$ cat src/rtl/tlatch_pkg.sv
// Shared constants for the T-latch driver.
// State encoding and settle length.
package tlatch_pkg;

  localparam logic [2:0] S_IDLE   = 3'd0;
  localparam logic [2:0] S_ARM    = 3'd1;
  localparam logic [2:0] S_PULSE  = 3'd2;
  localparam logic [2:0] S_WAIT   = 3'd3;
  localparam logic [2:0] S_SETTLE = 3'd4;
  localparam logic [2:0] S_DONE   = 3'd5;

  localparam int SETTLE_CYC = 2;

endpackage

$ cat src/rtl/tlatch_driver_sync2.sv
// Two-flop synchronizer, async active-low reset to 0.
// Ports: clk, rst_n, i_d (async in), o_q (synced out).
module sync2 (
  input  logic clk,
  input  logic rst_n,
  input  logic i_d,
  output logic o_q
);

  logic r_m;
  logic r_q;

  always_ff @(posedge clk or negedge rst_n) begin
    if (!rst_n) begin
      r_m <= 1'b0;
      r_q <= 1'b0;
    end else begin
      r_m <= i_d;
      r_q <= r_m;
    end
  end

  assign o_q = r_q;

endmodule

$ cat src/rtl/tlatch_driver.sv
// Toggle-pulse sequencer for a T latch with parity self-check.
// Ports: clk, reset(n), start, count in; t, en, busy, done, mismatch, toggles_done out.
module tlatch_driver
  import tlatch_pkg::*;
#(
  parameter int CNT_W = 8,
  parameter int GAP   = 2
) (
  input  logic             clk,
  input  logic             reset,
  input  logic             start,
  input  logic [CNT_W-1:0] count,
  input  logic             q_in,
  output logic             t,
  output logic             en,
  output logic             busy,
  output logic             done,
  output logic             mismatch,
  output logic [CNT_W-1:0] toggles_done
);

  localparam logic [3:0] GAP_LAST = 4'(GAP - 1);
  localparam logic [1:0] SET_LAST = 2'(SETTLE_CYC - 1);

  logic [2:0]       r_state;
  logic [2:0]       w_nxt;
  logic [CNT_W-1:0] r_count;
  logic [CNT_W-1:0] r_tog;
  logic [3:0]       r_gap;
  logic [1:0]       r_settle;
  logic             r_exp_q;
  logic             r_mis;
  logic             r_t;
  logic             r_en;
  logic             r_busy;
  logic             r_done;
  logic             w_q_s;
  logic             w_go;
  logic             w_gap_last;
  logic             w_set_last;

  sync2 u_sync (
    .clk   (clk),
    .rst_n (reset),
    .i_d   (q_in),
    .o_q   (w_q_s)
  );

  assign w_go       = (r_state == S_IDLE) && start;
  assign w_gap_last = (r_gap == GAP_LAST);
  assign w_set_last = (r_settle == SET_LAST);

  always_comb begin
    w_nxt = r_state;
    unique case (1'b1)
      (r_state == S_IDLE): begin
        if (start)
          w_nxt = (count == '0) ? S_DONE : S_ARM;
      end
      (r_state == S_ARM):   w_nxt = S_PULSE;
      (r_state == S_PULSE): w_nxt = S_WAIT;
      (r_state == S_WAIT): begin
        if (w_gap_last)
          w_nxt = (r_tog == r_count) ? S_SETTLE : S_PULSE;
      end
      (r_state == S_SETTLE): begin
        if (w_set_last)
          w_nxt = S_DONE;
      end
      default: w_nxt = S_IDLE;
    endcase
  end

  always_ff @(posedge clk or negedge reset) begin
    if (!reset) begin
      r_state <= S_IDLE;
    end else begin
      r_state <= w_nxt;
    end
  end

  always_ff @(posedge clk or negedge reset) begin
    if (!reset) begin
      r_count <= '0;
      r_tog   <= '0;
    end else if (w_go) begin
      r_count <= count;
      r_tog   <= '0;
    end else if (r_state == S_PULSE) begin
      r_tog   <= r_tog + 1'b1;
    end
  end

  always_ff @(posedge clk or negedge reset) begin
    if (!reset) begin
      r_gap    <= '0;
      r_settle <= '0;
    end else begin
      r_gap    <= (r_state == S_WAIT) ? r_gap + 4'd1 : 4'd0;
      r_settle <= (r_state == S_SETTLE) ? r_settle + 2'd1 : 2'd0;
    end
  end

  // exp_q tracks what the latch should read after each pulse
  always_ff @(posedge clk or negedge reset) begin
    if (!reset) begin
      r_exp_q <= 1'b0;
      r_mis   <= 1'b0;
    end else begin
      if (r_state == S_ARM)
        r_exp_q <= w_q_s;
      else if (r_state == S_PULSE)
        r_exp_q <= ~r_exp_q;
      if (w_go)
        r_mis <= 1'b0;
      else if (r_state == S_SETTLE && w_set_last)
        r_mis <= w_q_s ^ r_exp_q;
    end
  end

  // Outputs decoded from next state so they are glitch-free flops
  always_ff @(posedge clk or negedge reset) begin
    if (!reset) begin
      r_t    <= 1'b0;
      r_en   <= 1'b0;
      r_busy <= 1'b0;
      r_done <= 1'b0;
    end else begin
      r_t    <= (w_nxt == S_PULSE);
      r_en   <= (w_nxt == S_PULSE);
      r_busy <= (w_nxt != S_IDLE);
      r_done <= (w_nxt == S_DONE);
    end
  end

  assign t            = r_t;
  assign en           = r_en;
  assign busy         = r_busy;
  assign done         = r_done;
  assign mismatch     = r_mis;
  assign toggles_done = r_tog;

endmodule

$ cat config.mk
export PLATFORM = sky130hd
export DESIGN_NAME = tlatch_driver
export DESIGN_NICKNAME = d
export VERILOG_FILES = /design/src/rtl/tlatch_pkg.sv /design/src/rtl/tlatch_driver_sync2.sv /design/src/rtl/tlatch_driver.sv
export SDC_FILE = /design/constraint.sdc
export NUM_CORES = 1
export LEC_CHECK = 0
export CAP_MARGIN = 20
export CORE_ASPECT_RATIO = 0.9
export CORE_UTILIZATION = 45
export CTS_CLUSTER_DIAMETER = 100
export DETAILED_ROUTE_END_ITERATION = 16
export GPL_TIMING_DRIVEN = 0
export PLACE_DENSITY = 0.65
export SYNTH_ARGS = -nofsm -noshare
export SYNTH_HDL_FRONTEND = slang
export SYNTH_SLANG_ARGS = --single-unit
$ cat constraint.sdc
create_clock -name clk -period 2.9 [get_ports clk]
set_clock_uncertainty 0.1 [all_clocks]
set_input_delay 0.58 -clock clk [delete_from_list [all_inputs] [get_ports clk]]
set_output_delay 0.58 -clock clk [all_outputs]
set_load 0.01 [all_outputs]
==> results_dict.tcl <==
set metrics [dict create \
    grt_start_max_net_pins 33 \
    dieHeight_um 56.98 \
    cts_made_buffers 5 \
    clock-sinks 32 \
    critical_path.startpoint "toggles_done[2]" \
    crit_path_end_kind "output port" \
    n_antenna_cell 0 \
    vdd_drop_max_mv 0.4360 \
    antenna_found_initial 0 \
    clk_pin_slew_ps 70 \
    initial_utilization_pct 48.53 \
    drv_slew 0 \
    tns_ps 0 \
    total_power_mw 1.616 \
    track_usage_pct 17.32 \
    io_pins 25 \
    hp-class "in -> async" \
    period_minus_slack_ps 2026 \
    instances_no_fill 206 \
    core.rowCount 19 \
    wl_per_cell_um 13.52 \
    ant_nets 0 \
    place_area_um2 1799 \
    finalHoldViolCount 0 \
    fin_hold_ws_ps 239.7 \
    cellLeakagePower_nw 0.8117 \
    grt_pass1_wl_um 4747 \
    slew_headroom_pct 54.24 \
    tightest_slew_ps 686.5 \
    critPathMaxStageDelay_ps 590 \
    viasPerCell 5.117 \
    cts.repair.resized 0 \
    syn_inst 132 \
    syn2layout_area_growth_pct 25.17 \
    syn_area_per_cell_um2 11.45 \
    ys_warn_count 0 \
    critical-path-slowest-cell "clkdlybuf4s50_1" \
    ys_ff_latch 32 \
    worstPathArrival_ps 1350 \
    power.density_nw_per_um2 854.0 \
    routed_wl_um 2785 \
    crit_required_ps 2220 \
    firstDrtPassIters 4 \
    cts_tree "done" \
    fillCellCount 287 \
    grt_pass1_vias 1053 \
    timing.final.ws_setup_ps 873.6 \
    place_congestion 0.7719 \
    cts_root_buffer "clkbuf_8" \
    drv_cap 0 \
    place_ws_ps 794.0 \
    core-area_um2 3114 \
    synth_seq_area_share_pct 52.98 \
    multi_input_comb_area_um2 659.4 \
    criticalPathCategory "reg -> out" \
    die-area_um2 3595 \
    fp.dieW_um 63.09 \
    synthDistinctLibCells 31 \
    cp-start-kind "flop" \
    clock_latency_ps 280 \
    critPathTopFamily "buffers and inverters" \
    finalSetupViolations 0 \
    min_period_over_period_pct 69.88 \
    cts_setup_buffers 0 \
    drc 0 \
    clockBufferDepth 2 \
    worstPathCellList "clkdlybuf4s50_1" \
    syn_nets 148 \
    dp_cells 198 \
    grt_overflow_total 0 \
    vias 1054 \
    status "finished clean" \
    final_util_pct 60.75 \
    port_buffers 24 \
    critPathMaxFanout 6 \
    final-seq-area_um2 800.8 \
    r2r-start "r_gap[1]" \
    drive_gt1_share_pct 16.46 \
    cts-hold-fix-buffers 0 \
    drtIter0Drc 42 \
    stdcell_area_um2 1892 \
    syn-cell-area_um2 1511 \
    rsz0062_at_grt "no" \
    max_freq_mhz 493.5 \
    place_hpwl_um 2050 \
    nets 179 \
    path_buf_inv 1 \
    h-tree-depth 2 \
]
cell usage after synthesis:
cell type	number	share of area, %
dfrtp_1	32	53
nor2_1	19	4.7
xnor2_1	11	6.4
mux2_2	8	6.0
nand2_1	8	2.0
xor2_1	7	4.1
nand4_1	5	2.1
a21oi_1	4	1.3
ha_1	4	3.3
inv_1	4	0.99
nor4_1	3	1.2
and3_1	2	0.83
buf_2	2	0.66
buf_4	2	0.99
mux2i_1	2	1.3
nand3_1	2	0.66
nor3b_2	2	1.7
or3b_1	2	1.2
a211o_1	1	0.58
a22oi_1	1	0.50
a311oi_1	1	0.58
a31oi_4	1	1.4
and2_1	1	0.41
and3_4	1	0.74
buf_6	1	0.74
nor2_2	1	0.41
nor3_1	1	0.33
nor3b_1	1	0.50
nor4b_1	1	0.58
o22ai_1	1	0.41
o31ai_1	1	0.50
registers in the layout, indices dropped and copies added, names as in the netlist, 2 cells and up:
| name | count |
|---|---|
| r_gap | 4 |
| r_count | 8 |
| toggles_done | 8 |
| r_state | 3 |
| r_settle | 2 |
metal layers:
metal  vias up  routed length [um]  track usage, %
met1       515                1298           22.28
met2        22                1354           28.42
met3         3                 104           4.600
met5         -                   0               0
met4         0                  28           5.980
li1        514                   -               -
cells by family (layout without fill, tap and decap cells):
| kind of cell | Yosys count | count (layout) | synth area share (%) |
|---|---|---|---|
| multiplexers | 10 | 10 | 7.285 |
| buffers and inverters | 9 | 41 | 3.393 |
| AO/OA/AOI/OAI | 10 | 10 | 5.299 |
| flip-flops | 32 | 32 | 52.98 |
| XOR/XNOR | 18 | 18 | 10.43 |
| AND/OR/NAND/NOR | 49 | 49 | 17.30 |
| adder cells (fa/ha/maj) | 4 | 4 | 3.311 |
layout make-up:
cell class	instances	area share (%)
timing repair buffer	24	12.43
inverter	4	0.7937
sequential	32	42.33
clock buffer	6	4.365
clock inverter	2	0.5291
multi-input combinational	91	34.85
buffer	5	1.918
tap	42	2.778
power breakdown:
part	switching [mW]	internal, mW	total (mW)	leakage [nW]
Clock	0.159	0.189	0.348	0.0510
Combinational	0.254	0.317	0.571	0.370
Sequential	0.134	0.562	0.697	0.391
final timing paths:
kind | depth (start not counted) | end | slack (ps)
min reg2reg | 0 | u_sync.o_q | 250
min in group clk | 0 | u_sync.o_q | 250
min | 1 | u_sync.o_q | 240
max in group asynchronous | 1 | r_count[7] | 2020
max | 1 | toggles_done[2] | 870
max reg2reg | 6 | en | 950
cells in the final DEF (no fill, tap or decap), drive strengths merged, types with 3 or more instances in the layout:
| master | Yosys | layout |
|---|---|---|
| a21oi | 4 | 4 |
| inv | 4 | 4 |
| xor2 | 7 | 7 |
| clkdlybuf4s50 | 0 | 23 |
| nor4 | 3 | 3 |
| buf | 5 | 6 |
| mux2 | 8 | 8 |
| and3 | 3 | 3 |
| nand2 | 8 | 8 |
| xnor2 | 11 | 11 |
| ha | 4 | 4 |
| nor2 | 20 | 20 |
| nand4 | 5 | 5 |
| clkbuf | 0 | 6 |
| dfrtp | 32 | 32 |
| nor3b | 3 | 3 |
Power figures use the tool's default switching activity.
